### src/rtl/cpu_pkg.sv
// Shared constants for the Mini-CPU: state and opcode encodings and the default widths.
// The memory bank imports the same package so both ends of the state bus agree.
package cpu_pkg;

  localparam int DATA_W      = 16;
  localparam int ADDR_W      = 4;
  localparam int OP_W        = 3;
  localparam int INSTR_W     = 18;
  localparam int IMM_W_DEF   = 7;
  localparam int TIMEOUT_DEF = 15;

  typedef enum logic [2:0] {
    ST_OFF    = 3'd0,
    ST_FETCH  = 3'd1,
    ST_DECODE = 3'd2,
    ST_READ   = 3'd3,
    ST_CALC   = 3'd4,
    ST_WAIT   = 3'd5,
    ST_STORE  = 3'd6,
    ST_SHOW   = 3'd7
  } cpu_state_e;

  typedef enum logic [OP_W-1:0] {
    OP_LOAD    = 3'd0,
    OP_ADD     = 3'd1,
    OP_ADDI    = 3'd2,
    OP_SUB     = 3'd3,
    OP_SUBI    = 3'd4,
    OP_MUL     = 3'd5,
    OP_CLEAR   = 3'd6,
    OP_DISPLAY = 3'd7
  } opcode_e;

  // LOAD and CLEAR take no operands, so they skip the memory read phase.
  function automatic logic needs_read(opcode_e op);
    return (op != OP_LOAD) && (op != OP_CLEAR);
  endfunction

endpackage

### src/rtl/cpu_control_if.sv
// Memory-side bus between cpu_control (master) and the memory bank (slave).
interface cpu_control_if;
  import cpu_pkg::*;

  logic [2:0]        stateCPU;
  logic [OP_W-1:0]   opcode;
  logic [ADDR_W-1:0] addr1;
  logic [ADDR_W-1:0] addr2;
  logic [ADDR_W-1:0] addr3;
  logic [DATA_W-1:0] valorGuardarRAM;
  logic [DATA_W-1:0] v1RAM;
  logic [DATA_W-1:0] v2RAM;
  logic              read;
  logic              stored;

  modport master (
    output stateCPU, opcode, addr1, addr2, addr3, valorGuardarRAM,
    input  v1RAM, v2RAM, read, stored
  );

  modport slave (
    input  stateCPU, opcode, addr1, addr2, addr3, valorGuardarRAM,
    output v1RAM, v2RAM, read, stored
  );

endinterface

### src/rtl/cpu_alu.sv
// Combinational result unit: 16-bit two's-complement arithmetic, wrapping mod 2^16.
module cpu_alu
  import cpu_pkg::*;
(
  input  opcode_e           opcode,
  input  logic [DATA_W-1:0] v1,
  input  logic [DATA_W-1:0] v2,
  input  logic [DATA_W-1:0] imm_s,
  output logic [DATA_W-1:0] result
);

  // Select the operation; the 16-bit product keeps only the low half.
  always_comb begin
    // NOTE: every always_comb output gets a default first so no path can infer a latch.
    result = '0;
    unique case (opcode)
      OP_LOAD:    result = imm_s;
      OP_ADD:     result = v1 + v2;
      OP_ADDI:    result = v1 + imm_s;
      OP_SUB:     result = v1 - v2;
      OP_SUBI:    result = v1 - imm_s;
      OP_MUL:     result = v1 * imm_s;
      OP_CLEAR:   result = '0;
      OP_DISPLAY: result = v1;
    endcase
  end

endmodule

### src/rtl/cpu_control.sv
// Mini-CPU sequencer: latches an instruction on a go edge, walks the shared state bus
// through the memory handshake, computes the result and presents it for display.
module cpu_control
  import cpu_pkg::*;
#(
  parameter int TIMEOUT = TIMEOUT_DEF,
  parameter int IMM_W   = IMM_W_DEF
) (
  input  logic               clk,
  input  logic               rst,
  input  logic               on,
  input  logic               go,
  input  logic [INSTR_W-1:0] instr,
  cpu_control_if.master      bus,
  output logic [DATA_W-1:0]  display_value,
  output logic               display_valid,
  output logic               err
);

  localparam int CNT_W = $clog2(TIMEOUT + 1);
  localparam logic [CNT_W-1:0] CNT_LAST = CNT_W'(TIMEOUT - 1);

  cpu_state_e        state_q, state_d;
  opcode_e           opcode_q, opcode_d;
  logic [ADDR_W-1:0] addr1_q, addr1_d, addr2_q, addr2_d, addr3_q, addr3_d;
  logic [IMM_W-1:0]  imm_q, imm_d;
  logic [DATA_W-1:0] result_q, result_d;
  logic [DATA_W-1:0] disp_value_q, disp_value_d;
  logic              disp_valid_q, disp_valid_d;
  logic              err_q, err_d;
  logic              prev_go_q, prev_go_d;
  logic [CNT_W-1:0]  cnt_q, cnt_d;

  logic              go_edge;
  logic [DATA_W-1:0] imm_s;
  logic [DATA_W-1:0] alu_result;

  assign go_edge = go & ~prev_go_q;
  assign imm_s   = {{(DATA_W - IMM_W){imm_q[IMM_W-1]}}, imm_q};

  cpu_alu u_alu (
    .opcode (opcode_q),
    .v1     (bus.v1RAM),
    .v2     (bus.v2RAM),
    .imm_s  (imm_s),
    .result (alu_result)
  );

  // Next-state and next-register computation for the sequencer.
  always_comb begin
    state_d      = state_q;
    opcode_d     = opcode_q;
    addr1_d      = addr1_q;
    addr2_d      = addr2_q;
    addr3_d      = addr3_q;
    imm_d        = imm_q;
    result_d     = result_q;
    disp_value_d = disp_value_q;
    disp_valid_d = disp_valid_q;
    err_d        = err_q;
    cnt_d        = cnt_q;
    prev_go_d    = go;

    if (!on) begin
      state_d      = ST_OFF;
      disp_valid_d = 1'b0;
    end else begin
      unique case (state_q)
        ST_OFF: begin
          state_d = ST_FETCH;
          err_d   = 1'b0;
        end
        ST_FETCH: begin
          err_d = 1'b0;
          if (go_edge) begin
            opcode_d = opcode_e'(instr[17:15]);
            addr1_d  = instr[14:11];
            addr2_d  = instr[10:7];
            addr3_d  = instr[6:3];
            imm_d    = instr[IMM_W-1:0];
            state_d  = ST_DECODE;
          end
        end
        ST_DECODE: begin
          cnt_d = '0;
          if (opcode_q == OP_LOAD) begin
            state_d = ST_CALC;
          end else if (opcode_q == OP_CLEAR) begin
            // CLEAR bypasses CALC, so its (zero) result is captured here.
            result_d = alu_result;
            state_d  = ST_STORE;
          end else if (needs_read(opcode_q)) begin
            state_d = ST_READ;
          end
        end
        ST_READ, ST_STORE: begin
          if ((state_q == ST_READ) ? bus.read : bus.stored) begin
            if (state_q == ST_READ) begin
              state_d = ST_CALC;
            end else begin
              state_d      = ST_SHOW;
              disp_value_d = result_q;
              disp_valid_d = ~err_q;
            end
          end else if (cnt_q == CNT_LAST) begin
            err_d        = 1'b1;
            state_d      = ST_SHOW;
            disp_value_d = result_q;
            disp_valid_d = 1'b0;
          end else begin
            cnt_d = cnt_q + 1'b1;
          end
        end
        ST_CALC: begin
          result_d = alu_result;
          state_d  = ST_WAIT;
        end
        ST_WAIT: begin
          cnt_d = '0;
          if (opcode_q == OP_DISPLAY) begin
            state_d      = ST_SHOW;
            disp_value_d = result_q;
            disp_valid_d = ~err_q;
          end else begin
            state_d = ST_STORE;
          end
        end
        ST_SHOW: begin
          if (go_edge) begin
            state_d      = ST_FETCH;
            disp_valid_d = 1'b0;
            err_d        = 1'b0;
          end
        end
      endcase
    end
  end

  // State and datapath registers, all cleared by the asynchronous reset.
  always_ff @(posedge clk or posedge rst) begin
    if (rst) begin
      state_q      <= ST_OFF;
      opcode_q     <= OP_LOAD;
      addr1_q      <= '0;
      addr2_q      <= '0;
      addr3_q      <= '0;
      imm_q        <= '0;
      result_q     <= '0;
      disp_value_q <= '0;
      disp_valid_q <= 1'b0;
      err_q        <= 1'b0;
      prev_go_q    <= 1'b0;
      cnt_q        <= '0;
    end else begin
      // NOTE: sequential state uses non-blocking assignments so every flop samples pre-edge values.
      state_q      <= state_d;
      opcode_q     <= opcode_d;
      addr1_q      <= addr1_d;
      addr2_q      <= addr2_d;
      addr3_q      <= addr3_d;
      imm_q        <= imm_d;
      result_q     <= result_d;
      disp_value_q <= disp_value_d;
      disp_valid_q <= disp_valid_d;
      err_q        <= err_d;
      prev_go_q    <= prev_go_d;
      cnt_q        <= cnt_d;
    end
  end

  assign bus.stateCPU        = state_q;
  assign bus.opcode          = opcode_q;
  assign bus.addr1           = addr1_q;
  assign bus.addr2           = addr2_q;
  assign bus.addr3           = addr3_q;
  assign bus.valorGuardarRAM = result_q;
  assign display_value       = disp_value_q;
  assign display_valid       = disp_valid_q;
  assign err                 = err_q;

endmodule

### src/flat_wrapper.sv
// flat-port wrapper written by rule: the top's interface ports become plain ports
module cpu_control_flat import cpu_pkg::*;
#(
  parameter int TIMEOUT = TIMEOUT_DEF,
  parameter int IMM_W   = IMM_W_DEF
)
  (clk, rst, on, go, instr, display_value, display_valid, err, bus_stateCPU, bus_opcode, bus_addr1, bus_addr2, bus_addr3, bus_valorGuardarRAM, bus_v1RAM, bus_v2RAM, bus_read, bus_stored);
  cpu_control_if bus_i ();
  input  logic clk;
  input  logic rst;
  input  logic on;
  input  logic go;
  input  logic [INSTR_W-1:0] instr;
  output logic [DATA_W-1:0] display_value;
  output logic display_valid;
  output logic err;
  output wire logic [$bits(bus_i.stateCPU)-1:0] bus_stateCPU;
  output wire logic [$bits(bus_i.opcode)-1:0] bus_opcode;
  output wire logic [$bits(bus_i.addr1)-1:0] bus_addr1;
  output wire logic [$bits(bus_i.addr2)-1:0] bus_addr2;
  output wire logic [$bits(bus_i.addr3)-1:0] bus_addr3;
  output wire logic [$bits(bus_i.valorGuardarRAM)-1:0] bus_valorGuardarRAM;
  input wire logic [$bits(bus_i.v1RAM)-1:0] bus_v1RAM;
  input wire logic [$bits(bus_i.v2RAM)-1:0] bus_v2RAM;
  input wire logic [$bits(bus_i.read)-1:0] bus_read;
  input wire logic [$bits(bus_i.stored)-1:0] bus_stored;
  assign bus_stateCPU = bus_i.stateCPU;
  assign bus_opcode = bus_i.opcode;
  assign bus_addr1 = bus_i.addr1;
  assign bus_addr2 = bus_i.addr2;
  assign bus_addr3 = bus_i.addr3;
  assign bus_valorGuardarRAM = bus_i.valorGuardarRAM;
  assign bus_i.v1RAM = bus_v1RAM;
  assign bus_i.v2RAM = bus_v2RAM;
  assign bus_i.read = bus_read;
  assign bus_i.stored = bus_stored;
  cpu_control #(.TIMEOUT(TIMEOUT), .IMM_W(IMM_W)) u_core (.clk(clk), .rst(rst), .on(on), .go(go), .instr(instr), .bus(bus_i), .display_value(display_value), .display_valid(display_valid), .err(err));
endmodule
### config.mk
export PLATFORM = sky130hd
export DESIGN_NAME = cpu_control_flat
export DESIGN_NICKNAME = d
export VERILOG_FILES = /design/src/rtl/cpu_pkg.sv /design/src/rtl/cpu_control_if.sv /design/src/rtl/cpu_alu.sv /design/src/rtl/cpu_control.sv /design/src/flat_wrapper.sv
export SDC_FILE = /design/constraint.sdc
export NUM_CORES = 1
export LEC_CHECK = 0
export ABC_AREA = 1
export CAP_MARGIN = 25
export CORE_MARGIN = 2
export CORE_UTILIZATION = 41
export CTS_CLUSTER_DIAMETER = 50
export DETAILED_ROUTE_END_ITERATION = 8
export PLACE_DENSITY = 0.66
export SLEW_MARGIN = 15
export SYNTH_ARGS = -nofsm -noshare
export SYNTH_HDL_FRONTEND = slang
export SYNTH_HIERARCHICAL = 1
export SYNTH_SLANG_ARGS = --single-unit
export TNS_END_PERCENT = 30
### constraint.sdc
create_clock -name clk -period 6.35 [get_ports clk]
set_input_delay 0.9525 -clock clk [delete_from_list [all_inputs] [get_ports clk]]
set_output_delay 0.9525 -clock clk [all_outputs]
set_load 0.03 [all_outputs]
# After elaboration in Yosys (flattened, before gate mapping)
# Cells that the tools add are included.
# Widths: inputs -> output; s select.
[totals] latchBits=0 mem_bits_rw=0 wordCells=105 memories=0 in_bits=56 reg_bits=64 romBits=0
[op_classes] bitwise=3 magnitude_cmp=0 n_addsub=5 reduce_logical=18 n_div=0 n_eq_ne=32 n_mux=34 mul=1 n_shift=0
[op_table] op="$pmux 16 s8" n=1
[op_table] op="$mux 16" n=6
[op_table] op="$pmux 16 s2" n=2
[op_table] op="$add 16x16->16" n=2
[op_table] op="$sub 16x16->16" n=2
[op_table] op="$eq 3x3->1 const B" n=8
[op_table] op="$mux 3" n=8
[op_table] op="$pmux 3 s7" n=1
[op_table] op="$mul 16x7->16" n=1
[op_table] op="$reduce_and 5->1" n=3
[op_table] op="$eq 3x2->1 const B" n=4
[op_table] op="$reduce_and 4->1" n=3
[op_table] op="$mux 1" n=10
[op_table] op="$ne 3x2->1 const B" n=3
[op_table] op="$mux 4" n=2
[op_table] op="$ne 2x1->1 const B" n=4
[op_table] op="$pmux 4 s2" n=1
[op_table] op="$eq 3x1->1 const B" n=2
[op_table] op="$logic_not 3->1" n=2
[op_table] op="$ne 2x2->1 const B" n=3
[op_table] op="$ne 3x3->1 const B" n=2
[op_table] op="$pmux 1 s3" n=2
[op_table] op="$reduce_bool 2->1" n=3
[op_table] op="$reduce_bool 3->1" n=2
[op_table] op="13 further kinds" n=16

# Depth between registers and ports, before layout
# Gate-level depths: netlist of the first run.
[depth] depth_word=7 mapped_depth=29

# By module
# Netlist of the first run, hierarchy kept.
[modules_own_cells] mod="cpu_alu" n_inst=1 area_per_inst_um2=6543.8 seq_area_each_um2=0.0 cells_each=1063
[modules_own_cells] mod="cpu_control" n_inst=1 area_per_inst_um2=2895.3 seq_area_each_um2=1501.4 cells_each=331

# Worst setup path before layout of the first run
# No wires, ideal clock.
[synth_path] kind="flip-flop to flip-flop" from="register u_core/bus.addr3[3] (netlist name)" to="register u_core.result_q[14], in the netlist u_core/bus.valorGuardarRAM[14]" synth_period_minus_slack_ns=5.841 setup_ns=0.077 arrival_ns=5.763 n_path_buf=1 path_stages_with_launch=27 setup_slack_ns=0.509 cell_sequence="dfrtp_1 > clkbuf_1 > nand2_1 > inv_1 > fa_1 > inv_1 > fa_1 > fa_1 > fa_1 > inv_1 > fa_1 > inv_1 > fa_1 > inv_1 > ha_1 > a21oi_1 > o21a_1 > nand3_1 > nand2_1 > inv_1 > o21ai_0 > nand2_1 > a21boi_0 > o21ai_0 > nand4_1 > nor2_1 > a21oi_1"
[synth_lines] element="to (signal assigned)" line="cpu_control.sv:162" source="result_q <= result_d;"
[synth_lines] element="to (decl)" line="cpu_control.sv:27" source="logic [DATA_W-1:0] result_q, result_d;"

# Worst setup path in the final report of the first run
[layout_path] from="input port bus_v1RAM[11]" to="register u_core.result_q[15], in the netlist u_core/bus.valorGuardarRAM[15]"
[layout_via] elab_chain_len=5 word_cells_on_any_way=9 classes_between="add/sub: 4; mul: 1; mux: 4"
[layout_rtl] element="from (decl)" line="flat_wrapper.sv:23" source="input wire logic [$bits(bus_i.v1RAM)-1:0] bus_v1RAM;"
[layout_rtl] element="$mul 16x7->16 (tied with other cells)" line="cpu_alu.sv:22" source="OP_MUL: result = v1 * imm_s;"
[layout_rtl] element="$pmux 16 s8 *" line="cpu_alu.sv:16" source="unique case (opcode)"
[layout_rtl] element="via u_core.alu_result[15]" line="cpu_control.sv:36" source="logic [DATA_W-1:0] alu_result;"
[layout_rtl] element="$mux 16" line="cpu_control.sv:88" source="end else if (opcode_q == OP_CLEAR) begin"
[layout_rtl] element="$mux 16" line="cpu_control.sv:86" source="if (opcode_q == OP_LOAD) begin"
[layout_rtl] element="$pmux 16 s2 *" line="cpu_control.sv:68" source="unique case (state_q)"
# The timed path passes the listed nets; every way through them passes the cells marked *. The select of a mux whose other input is x is not followed.
# A chain may end at the register's enable or synchronous reset.

==> out/qor.txt, run 1 <==
cell count after synthesis = 1394
r2r startpoint = u_core/bus.addr3[3]$_DFFE_PP0P_
GP Congestion = 0.930
# DRC = 0
Worst EP required = 6.54 ns
largest net degree at the start of global routing = 61
top cell type's share of synthesized area = 17.2%
fmax = 168 MHz
Core Area = 0.0226 mm^2
total length of routed wires = 25800 um
Post-CTS Setup Inserts = 0
global routing usage on met2 = 37.1%
gr busiest metal = met2
root buf cell = clkbuf_16
Period minus WS final = 5.96 ns
status = finished clean
Slew @ Worst Pin = 0.771 ns
startpoint types = input pin
row cnt = 55
Die Width = 156 um
Die H = 156 um
Yosys top cell by area = fa_1
Final Cycle Share = 93.8%
final core occ = 50.2%
first-pass GRT wire length = 43100 um
Via density = 4.94
Sink Count = 60
Post-synth EDFFs = 0
worst r2r dst = u_core/bus.valorGuardarRAM[14]$_DFFE_PP0P_
Congestion Overflow GR = 0
io pins = 108
maxcap violations = 0
CTS Hold Bufs = 0
flops & latches, synth = 60
multiplexer share of the synthesized area = 0%
Yosys Warn Count = 6
CP Max Fanout = 3
Rel. slew slack = 48.6%
clock skew = 0.00487 ns
register area share after synthesis = 15.9%
CP arrival = 6.15 ns
FF-to-FF path depth = 26
reg2reg setup slack = 0.60 ns
Wirelength per Cell = 14.3 um
Detail Route Antenna Nets = 0
Worst-path clk slew = 0.05 ns
simple-gate portion of the synthesized area = 27.5%
H-tree depth = 3
Final Slew Violations = 0
Diodes inserted = 0
GR Util met1 = 30.3%
final setup fails = 0
Syn Nets = 1599
M3 GR Usage = 2.64%
main combinational cell family by area after synthesis = simple AND/OR/NAND/NOR gates
share of layout cells above drive strength 1 = 9.86%
CP startpoint = bus_v1RAM[11]
cell area after synthesis = 0.00944 mm^2
Primary FF master, synth = dfrtp_1
vias post-DR = 8928
vias in the first global route = 8639
Port Buffers = 107
die area = 0.0243 mm^2
critical path class = input pin to flop
Starting DRT DRC Count = 567
final hold vios = 0
CTS Buf Count = 9
Synth Area per Inst = 6.77 um^2
count of cell types in the netlist = 52
Critical path destination = u_core/bus.valorGuardarRAM[15]$_DFFE_PP0P_
Initial Util = 41.7%
CTS tree = done
xor/xnor share of the synthesized area = 0.928%
Post-synth ARST share = 100%
overall global routing resource usage = 22.0%
clock latency on the worst-skew pair = 0.33 ns
Area contributors post-synth = fa_1 17%, dfrtp_1 16%, nand2_1 15%, inv_1 13%, ha_1 9.0%
Post-Synth Adder-Cell Area = 26.2%
Synth Area in Compound Gates = 12.7%
area grow syn2layout = 20.5%
router iterations before antenna repair = 5
initial antenna violation count = 0
critical path endpoint category = flop
Clock Path Buffers = 2
Layout Nets = 1722
Hold Crit Class = flop to flop
HPWL after DPL = 21100 um
==> critical path, cell delays in order <==
cell and delay, ns:
clkdlybuf4s50_1 0.47, nand2_1 0.09, fa_1 0.54, fa_1 0.54, inv_1 0.06, fa_1 0.48
fa_1 0.50, fa_1 0.49, inv_1 0.05, fa_1 0.47, inv_1 0.04, ha_1 0.30
nand2_1 0.10, nor2_2 0.12, nand3_1 0.12, nand3_1 0.13, nand2_1 0.07, nand2_1 0.06
a21oi_1 0.07, inv_1 0.06, nand3_1 0.07, nand3_1 0.11, nand4_1 0.09, nor2_1 0.12
a21oi_1 0.05
==> cell usage after synthesis (4+ instances only) <==
master       n
a21boi_0     5
a21oi_1     59
a31oi_1      4
buf_2       14
buf_4        8
buf_6       11
clkbuf_1    20
dfrtp_1     60
fa_1        81
ha_1        68
inv_1      321
inv_2        8
nand2_1    384
nand2_2      9
nand3_1     67
nand3_2      4
nand3b_1     4
nand4_1     18
nor2_1      66
nor2_2       5
nor2_4       4
nor3_1      11
nor3_2       4
o2111ai_1   10
o21ai_0     67
o21ai_1      6
o21ai_2     18
o22ai_1     10
o31ai_1      4
xor2_1       8
==> how the worst min path moves through the flow <==
stage          slack [ns]                                  from                                   end  depth (start not counted)
2_1_floorplan        0.50           u_core/imm_q[2]$_DFFE_PP0P_           u_core/imm_q[2]$_DFFE_PP0P_                          2
3_3_place_gp         0.47  u_core/display_value[15]$_DFFE_PP0P_  u_core/display_value[15]$_DFFE_PP0P_                          2
3_5_place_dp         0.47  u_core/display_value[14]$_DFFE_PP0P_  u_core/display_value[14]$_DFFE_PP0P_                          2
4_1_cts              0.48  u_core/display_value[14]$_DFFE_PP0P_  u_core/display_value[14]$_DFFE_PP0P_                          2
5_1_grt              0.49  u_core/display_value[14]$_DFFE_PP0P_  u_core/display_value[14]$_DFFE_PP0P_                          2
6_report             0.48  u_core/display_value[15]$_DFFE_PP0P_  u_core/display_value[15]$_DFFE_PP0P_                          2
==> logic make-up after synthesis <==
| kind of cell | Yosys count |
|---|---|
| AND/OR/NAND/NOR | 590 |
| buffers and inverters | 386 |
| AO/OA/AOI/OAI | 199 |
| adder cells (fa/ha/maj) | 149 |
| flip-flops | 60 |
| XOR/XNOR | 10 |
==> routing by layer <==
layer | vias up | part of all wire (%)
met4 | 0 | 1.9
met2 | 235 | 47
li1 | 4536 | -
met5 | - | 0
met1 | 4131 | 46
met3 | 26 | 4.9
==> flip-flops by register name (all words and copies together) (netlist names) <==
name,flops
u_core/bus.addr1,4
u_core/bus.addr2,4
u_core/bus.addr3,4
u_core/bus.opcode,3
u_core/bus.stateCPU,3
u_core/bus.valorGuardarRAM,16
u_core/cnt_q,4
u_core/display_valid,1
u_core/display_value,16
u_core/err,1
u_core/imm_q,3
u_core/prev_go_q,1
==> through the flow <==
stage | cells | worst slack [ns] | instance area (um^2) | setup TNS [ns] | hold slack (ns)
6_report | 1807 | 0.393 | 11400 | 0 | 0.480
5_1_grt | 1807 | -0.0146 | 11400 | -0.0146 | 0.495
4_1_cts | 1805 | 0.0986 | 11300 | 0 | 0.481
3_5_place_dp | 1789 | -0.223 | 11000 | -0.631 | 0.467
3_3_place_gp | 1787 | -0.160 | 11000 | -0.403 | 0.467
2_1_floorplan | 1394 | 0.509 | 9440 | 0 | 0.504
==> cells in the final DEF, fill, tap and decap left out, types with 5 or more instances in the layout <==
master           instances
nor3_2                   5
nand3_2                  5
clkdlybuf4s50_1         98
inv_2                   10
o21ai_0                 66
nand4_1                 18
nor2_2                   6
o22ai_1                 10
fa_1                    80
nor3_1                  10
nand3_1                 66
ha_1                    67
a21boi_0                 5
xor2_1                   8
o2111ai_1               10
o21ai_2                 18
nand2_1                384
nand2_2                  9
nor2_1                  65
o21ai_1                  7
buf_4                   57
clkbuf_16                9
dfrtp_1                 59
inv_1                  319
a21oi_1                 59
dlymetal6s2s_1           9
==> area by class of cell <==
cell class / count / area (um^2)
Tap cell: 285 / 357
Inverter: 331 / 1250
Timing Repair Buffer: 167 / 1560
Fill cell: 2280 / 11300
Multi-Input combinational cell: 948 / 6380
Clock inverter: 7 / 98.8
Sequential cell: 60 / 1500
Clock buffer: 9 / 225
==> what timing repair did <==
action / in CTS / in global routing
gates resized for setup: 0 / 16
hold endpoints to repair: 0 / 0
setup endpoints to repair: 0 / 4
Power of run 1 is left out: the tool's default activity adds up to more than one toggle a clock period on the data nets, which glitch-free logic cannot reach.
==> run 2: changes to the inputs <==
--- a/config.mk
+++ b/config.mk
@@ -17,4 +17,4 @@
 export SYNTH_HDL_FRONTEND = slang
 export SYNTH_HIERARCHICAL = 1
 export SYNTH_SLANG_ARGS = --single-unit
-export TNS_END_PERCENT = 30
+export TNS_END_PERCENT = 1
==> results of run 2 <==
No change in the layout: final DEF, timing and power equal those of run 1.
Power of run 2 is left out for the same reason.
